**src/rtl/uart_pkg.sv**
```systemverilog
// Shared UART receiver types and defaults.
// Define UART_RX_PARITY_EN to add the PARITY state.
package uart_pkg;

  localparam int OVERSAMPLE_DEF = 16;

  typedef enum logic [2:0] {
    IDLE,
    START,
    DATA,
`ifdef UART_RX_PARITY_EN
    PARITY,
`endif
    STOP
  } state_t;

endpackage

```
**src/rtl/uart_sync2.sv**
```systemverilog
// Two-flop synchronizer for one asynchronous bit.
// Both flops reset to RST_VAL.
module uart_sync2 #(
  parameter logic RST_VAL = 1'b1
) (
  input  logic clk,
  input  logic a_resetn,
  input  logic d,
  output logic q
);

  logic meta;

  always_ff @(posedge clk or negedge a_resetn) begin
    if (!a_resetn) begin
      meta <= RST_VAL;
      q    <= RST_VAL;
    end else begin
      meta <= d;
      q    <= meta;
    end
  end

endmodule

```
**src/rtl/uart_rx.sv**
```systemverilog
// Oversampled UART receiver, LSB first, one stop bit.
// UART_RX_PARITY_EN adds an even-parity bit and parity_err.
module uart_rx
  import uart_pkg::*;
#(
  parameter int DATA_BITS  = 8,
  parameter int OVERSAMPLE = OVERSAMPLE_DEF
) (
  input  logic                 clk,
  input  logic                 a_resetn,
  input  logic                 b_tick,
  input  logic                 rx,
  output logic [DATA_BITS-1:0] rx_data,
  output logic                 rx_valid,
  output logic                 frame_err,
`ifdef UART_RX_PARITY_EN
  output logic                 parity_err,
`endif
  output logic                 rx_busy
);

  localparam int TW = $clog2(OVERSAMPLE);
  localparam int BW = $clog2(DATA_BITS);
  localparam logic [TW-1:0] MID  = TW'(OVERSAMPLE / 2 - 1);
  localparam logic [TW-1:0] LAST = TW'(OVERSAMPLE - 1);
  localparam logic [BW-1:0] BMAX = BW'(DATA_BITS - 1);

  state_t               state;
  logic [TW-1:0]        tick;
  logic [BW-1:0]        bitcnt;
  logic [DATA_BITS-1:0] sr;
  logic                 rx_s;
  logic                 armed;
`ifdef UART_RX_PARITY_EN
  logic                 par;
`endif

  uart_sync2 #(.RST_VAL(1'b1)) u_sync (
    .clk      (clk),
    .a_resetn (a_resetn),
    .d        (rx),
    .q        (rx_s)
  );

  // armed blocks restart until the line has been seen idle again
  always_ff @(posedge clk or negedge a_resetn) begin
    if (!a_resetn) begin
      state     <= IDLE;
      tick      <= '0;
      bitcnt    <= '0;
      sr        <= '0;
      rx_data   <= '0;
      rx_valid  <= 1'b0;
      frame_err <= 1'b0;
      rx_busy   <= 1'b0;
      armed     <= 1'b0;
`ifdef UART_RX_PARITY_EN
      par        <= 1'b0;
      parity_err <= 1'b0;
`endif
    end else begin
      rx_valid  <= 1'b0;
      frame_err <= 1'b0;
`ifdef UART_RX_PARITY_EN
      parity_err <= 1'b0;
`endif
      unique case (state)
        IDLE: begin
          if (rx_s) begin
            armed <= 1'b1;
          end else if (armed) begin
            armed   <= 1'b0;
            state   <= START;
            tick    <= '0;
            rx_busy <= 1'b1;
          end
        end
        START: begin
          if (b_tick) begin
            if (tick == MID) begin
              tick <= '0;
              if (rx_s) begin
                state   <= IDLE;
                rx_busy <= 1'b0;
              end else begin
                state  <= DATA;
                bitcnt <= '0;
`ifdef UART_RX_PARITY_EN
                par    <= 1'b0;
`endif
              end
            end else begin
              tick <= tick + 1'b1;
            end
          end
        end
        DATA: begin
          if (b_tick) begin
            if (tick == LAST) begin
              tick <= '0;
              sr   <= {rx_s, sr[DATA_BITS-1:1]};
`ifdef UART_RX_PARITY_EN
              par  <= par ^ rx_s;
`endif
              if (bitcnt == BMAX) begin
`ifdef UART_RX_PARITY_EN
                state <= PARITY;
`else
                state <= STOP;
`endif
              end else begin
                bitcnt <= bitcnt + 1'b1;
              end
            end else begin
              tick <= tick + 1'b1;
            end
          end
        end
`ifdef UART_RX_PARITY_EN
        PARITY: begin
          if (b_tick) begin
            if (tick == LAST) begin
              tick  <= '0;
              par   <= par ^ rx_s;
              state <= STOP;
            end else begin
              tick <= tick + 1'b1;
            end
          end
        end
`endif
        STOP: begin
          if (b_tick) begin
            if (tick == LAST) begin
              tick      <= '0;
              state     <= IDLE;
              rx_busy   <= 1'b0;
              rx_data   <= sr;
              armed     <= rx_s;
              rx_valid  <= rx_s;
              frame_err <= ~rx_s;
`ifdef UART_RX_PARITY_EN
              parity_err <= par;
`endif
            end else begin
              tick <= tick + 1'b1;
            end
          end
        end
        default: begin
          state   <= IDLE;
          rx_busy <= 1'b0;
        end
      endcase
    end
  end

endmodule

```
**config.mk**
```make
export PLATFORM = sky130hd
export DESIGN_NAME = uart_rx
export DESIGN_NICKNAME = d
export VERILOG_FILES = /design/src/rtl/uart_pkg.sv /design/src/rtl/uart_sync2.sv /design/src/rtl/uart_rx.sv
export SDC_FILE = /design/constraint.sdc
export NUM_CORES = 1
export LEC_CHECK = 0
export BUFFER_PORTS_ARGS = -buffer_cell sky130_fd_sc_hd__buf_2
export CORE_MARGIN = 1.5
export CORE_UTILIZATION = 40
export CTS_CLUSTER_DIAMETER = 30
export CTS_CLUSTER_SIZE = 24
export DETAILED_ROUTE_END_ITERATION = 7
export GPL_TIMING_DRIVEN = 0
export PLACE_DENSITY = 0.66
export SYNTH_ARGS = -nofsm -noshare
export SYNTH_HDL_FRONTEND = slang
export SYNTH_HIERARCHICAL = 1
export SYNTH_SLANG_ARGS = --single-unit
```
**constraint.sdc**
```tcl
create_clock -name clk -period 2.2 [get_ports clk]
set_input_delay 0.22 -clock clk [delete_from_list [all_inputs] [get_ports clk]]
set_output_delay 0.22 -clock clk [all_outputs]
set_load 0.02 [all_outputs]
```
* After elaboration in Yosys (flattened, before gate mapping)
Cells that the tools add are included.
** Word-level totals
- Flip-flop bits (word level) :: 32
- Bits in latches :: 0
- Bits in writable memories :: 0
- ROM bits :: 0
- Bits of input ports :: 4
- Output and inout port bits :: 11
- Logic and storage cells :: 89
- Memories kept :: 0
** Cells by class
- Add/subtract/negate cells :: 2
- Multiply operators :: 0
- Divide/modulo/power cells :: 0
- $lt $le $gt $ge :: 0
- Eq/ne operators :: 19
- Shift operators :: 0
- Multiplexer cells :: 43
- Bitwise operators :: 2
- Reductions and logical operators :: 12
** Operators by type and width (count)
- two-way mux 3 bit :: 15
- two-way mux 4 bit :: 6
- != test 2 bit, second input constant :: 11
- two-way mux 1 bit :: 16
- case mux 3 bit (4 select lines) :: 1
- case mux 4 bit (3 select lines) :: 1
- AND reduction 3 bit :: 3
- AND reduction 9 bit :: 1
- AND reduction 8 bit :: 1
- AND reduction 7 bit :: 1
- == test 3 x 2 -> 1 bit, second input constant :: 2
- case mux 3 bit (2 select lines) :: 1
- AND reduction 5 bit :: 1
- adder 4 x 1 -> 4 bit, second input constant :: 1
- == test 4 x 3 -> 1 bit, second input constant :: 1
- == test 4 bit, second input constant :: 1
- != test 2 x 1 -> 1 bit, second input constant :: 2
- case mux 1 bit (4 select lines) :: 1
- nonzero test 2 bit :: 2
- adder 3 x 1 -> 3 bit, second input constant :: 1
- == test 3 x 1 -> 1 bit, second input constant :: 1
- == test 3 bit, second input constant :: 1
- logical NOT 3 bit :: 1
- nonzero test 3 bit :: 1
- 4 further kinds :: 5

* Depth between registers and ports, before layout
- Depth after elaboration :: 5
- Gate-level depth with buffers :: 5
- Depth with buffers taken out :: 5

* By module
Netlist, hierarchy kept.
** By module, submodules not included
- uart_rx :: times used 1, cells each 106, area an instance 1323.8 um^2, sequential area each 725.7 um^2
- uart_sync2 :: times used 1, cells each 2, area an instance 52.6 um^2, sequential area each 52.6 um^2

* Least setup slack after synthesis
No wires, ideal clock.
- Kind :: register to register
- Start :: reg bitcnt[0]
- End :: reg bitcnt[1]
- Setup time :: 125 ps
- Arrival time :: 1571 ps
- Required time :: 2075 ps
- Slack :: 504 ps
- Cell stages (with the launch flop) :: 6
- Path buffers :: 0
- Clock period less this slack :: 1696 ps
- Cells stage by stage :: dfrtp_1 > ha_1 > ha_1 > nor4bb_1 > o21a_1 > mux2_2
** On the way
- Cells in the longest elaborated chain, start to end :: 5
- Elaborated cells between the ends (all ways) :: 8
- Those cells by class :: add/sub: 1; eq/ne: 2; mux: 4; reduce/logical: 1
** Ends and longest elaborated chain
- start: declaration :: RTL line uart_rx.sv:30 : logic [BW-1:0] bitcnt;
- start signal: assignment :: RTL line uart_rx.sv:112 : bitcnt <= bitcnt + 1'b1;
- adder 3 x 1 -> 3 bit :: RTL line uart_rx.sv:112
- two-way mux 3 bit :: RTL line uart_rx.sv:105 : if (bitcnt == BMAX) begin
- two-way mux 3 bit :: RTL line uart_rx.sv:99 : if (tick == LAST) begin
- two-way mux 3 bit :: RTL line uart_rx.sv:98 : if (b_tick) begin
- case mux 3 bit (2 select lines) :: RTL line uart_rx.sv:67 : unique case (state)
Parallel ways exist; a longest one is shown, timed or not. The select of a mux whose other input is x is not followed.
A chain may end at the register's enable or synchronous reset.

* Worst setup path in the final report
- Start :: reg tick[0]
- End :: reg sr[6]
** On the way
- Cells in the longest elaborated chain, start to end :: 2
** Ends and longest elaborated chain
- start: declaration :: RTL line uart_rx.sv:29 : logic [TW-1:0] tick;
- start signal: assignment :: RTL line uart_rx.sv:93 : tick <= tick + 1'b1;
- start signal: assignment :: RTL line uart_rx.sv:115 : tick <= tick + 1'b1;
- start signal: assignment :: RTL line uart_rx.sv:146 : tick <= tick + 1'b1;
- == test 4 bit :: RTL line uart_rx.sv:99
- AND reduction 3 bit (no source line)
- end signal: assignment :: RTL line uart_rx.sv:101 : sr <= {rx_s, sr[DATA_BITS-1:1]};
- end: declaration :: RTL line uart_rx.sv:31 : logic [DATA_BITS-1:0] sr;
No other way between the ends.

==> impl_metrics.json <==
{
  "post_route_cells_drive_above_1_share_pct": 36.36,
  "cts.htree.levels": 2,
  "grt_max_degree": 32,
  "row_count": 21,
  "post_synth_most_frequent_cells": "dfrtp_1 (29), mux2_2 (19), nand3_1 (6)",
  "netlist.top_cell.by_area": "dfrtp_1",
  "start_util_pct": 41.57,
  "final_min_period_over_clock_period_pct": 83.56,
  "hold_class": "input pin to flop",
  "synth.area.top_cells": "dfrtp_1 (53%), mux2_2 (16%), dfstp_2 (3.8%)",
  "synth_seq_area_share_pct": 56.55,
  "io_buffers": 14,
  "number_of_instances_in_the_synthesized_netlist": 108,
  "cts_tree": "built",
  "fp.dieArea_sq_um": 3802,
  "power.total_mw": 1.499,
  "layout.core_utilization_pct": 48.11,
  "finalSetupTns_ns": 0,
  "finalHoldViolations": 0,
  "gr-total-overflow": 0,
  "drt_first_pass_iters": 4,
  "clk_transition_reported_paths_ns": 0.10,
  "startpoint_type": "flop",
  "cts_made_buffers": 5,
  "route.final.wire_length_mm": 2.408,
  "gpl.final_weighted_congestion": 0.7856,
  "internal_power_summed_over_all_cells_uw": 998.9,
  "antenna_cells_inserted": 0,
  "global_route.usage.total_pct": 14.93,
  "leakagePower_nw": 0.7669,
  "rsz0062_at_grt": "false",
  "max_freq_mhz": 544.0,
  "finalSetupViolations": 0,
  "ys_types": 34,
  "wire_per_inst_microns": 13.53,
  "tightestPinTransition_ns": 0.6780,
  "part_of_the_total_power_dissipated_in_combinational_logic_pct": 26.0,
  "run_status": "complete, no violations",
  "vias": 953,
  "die_width_microns": 61.66,
  "grt_pass1_wl_mm": 4.126,
  "die_height_microns": 61.66,
  "cts.repair_timing.setup_buffer_count": 0,
  "synth_fp_nets": 115,
  "via_per_inst": 5.354,
  "io-pin-count": 15,
  "clock_tree.root_cell": "clkbuf_4",
  "setup.reg_to_reg.worst_slack_ns": 0.36,
  "drt-initial-drc-count": 46,
  "core_region_area_sq_um": 3311,
  "clock_latency_on_the_worst_skew_pair_ns": 0.32,
  "timing.critical_path.arrival_ns": 2.04,
  "antenna_violating_nets_post_route": 0,
  "initial_antenna_violation_count": 0,
  "crit_path_end_kind": "flop",
  "max_slew_violations": 0,
  "post_synth_edffs": 0,
  "clock_path_buffers": 2,
  "synth_top_flop_cell": "dfrtp_1",
  "yosys_warnings": 6,
  "setup.worst_path.class": "flop to flop",
  "layout-area-overhead-vs-synth_pct": 15.73,
  "post-route-worst-setup-slack_ns": 0.3616,
  "relSlewSlack_pct": 54.80,
  "netlist.area_leader.share_pct": 52.73,
  "post-synth-top-count-cell": "dfrtp_1",
  "clock_group_share_of_total_power_pct": 24.9,
  "hpwl_mm": 1.694,
  "power_per_cell_area_nw_per_um2": 941.3,
  "net-switching-power_uw": 500.4,
  "clock_sink_count": 31,
  "synthArstFlopShare_pct": 100.0,
  "final.setup_skew_ns": 0.008432,
  "grt_pass1_vias": 897,
  "critical_path_peak_fanout": 8,
  "place_worst_setup_slack_ns": 0.3417,
  "switching_portion_of_total_power_pct": 33.38,
  "fin_nets": 138,
  "drc_errors": 0,
  "post-route-min-period_ns": 1.838,
  "syn_area_per_cell_sq_um": 12.74,
  "synth-seq-cells": 31,
  "synth.cell_area_sq_um": 1376,
  "max_cap_viol_count": 0,
  "sequential_group_share_of_total_power_pct": 49.1,
  "timing.critical_path.required_ns": 2.40,
  "vdd.ir_drop.worst_v": 0.0004150
}
-- flip-flops by register name, indices dropped and copies added, names as in the netlist --
| signal | count |
|---|---|
| tick | 4 |
| frame_err | 1 |
| u_sync/meta | 1 |
| bitcnt | 3 |
| rx_valid | 1 |
| sr | 8 |
| u_sync/q | 1 |
| rx_data | 8 |
| state | 2 |
| rx_busy | 1 |
| armed | 1 |
-- stage by stage --
stage	hold WS [ns]	std cells	cell area (sq um)
6_report	0.2911	178	1593
4_1_cts	0.2788	178	1593
5_1_grt	0.2948	178	1593
3_3_place_gp	0.2908	168	1504
2_1_floorplan	-0.07559	108	1376
3_5_place_dp	0.3044	168	1504
-- cell families (layout without fill, tap and decap cells) --
logic type,count (synthesis),in the layout,share of synthesized area (%)
multiplexers,19,19,15.55
adder cells (fa/ha/maj),3,3,2.728
AND/OR/NAND/NOR,27,27,12.36
buffers and inverters,8,32,2.454
AO/OA/AOI/OAI,19,19,9.727
flip-flops,31,31,56.55
XOR/XNOR,1,1,0.6365
-- worst paths after layout --
path / end / depth (start not counted) / startpoint
max: sr[6] / 3 / tick[0]
min: rx_valid / 3 / b_tick
max reg2reg: sr[6] / 3 / tick[0]
min reg2reg: u_sync/q / 0 / u_sync/meta
max in group asynchronous: rx_data[5] / 2 / a_resetn
min in group asynchronous: tick[1] / 2 / a_resetn
-- final cells by class --
type                    count  area [sq um]
fillers                   337          1718
flip-flops and latches     31         778.2
multi-input cells          69         564.3
repair buffers             16         90.09
clock buffers               8         68.82
well taps                  46         57.56
plain buffers               4         18.77
inverters                   4         15.01
-- routing by layer --
layer / vias up / global-route usage (%) / part of all wire, %
met5: - / 0 / 0
met4: 0 / 6.383 / 1.0
met3: 2 / 4.202 / 3.6
met2: 17 / 21.80 / 50
met1: 487 / 20.80 / 46
li1: 447 / - / -
-- critical path: stages (launching register included) --
cell and delay [ns]:
dfrtp_1 0.40, ha_1 0.32, nor3b_2 0.60, mux2_2 0.40
-- repair_timing --
item,in CTS,in global routing
hold buffers,2,0
endpoints found under the hold margin,30,0
gates resized for setup,0,0
-- cell usage in the layout, fill, tap and decap left out, types with 2 or more instances in the layout --
master and count:
dfrtp_1 29, mux2_2 19, buf_2 17, nand3_1 6
nand2_1 5, clkbuf_4 5, inv_1 4, o21ai_0 4
a31oi_1 3, nor3b_1 3, ha_1 3, nor3_1 2
clkbuf_1 2, o22ai_1 2, o21a_1 2, and2_1 2
clkbuf_8 2, dlygate4sd3_1 2, dfstp_2 2
-- power by group through the flow --
stage          combinational [mW]  clock [mW]  sequential (mW)
6_report                    0.390       0.373            0.737
4_1_cts                     0.392       0.385            0.738
3_5_place_dp                0.386           0            0.749
5_1_grt                     0.440       0.409            0.753
3_3_place_gp                0.367           0            0.745
2_1_floorplan               0.293           0            0.731
No activity file was read; power rests on OpenSTA's default activity.
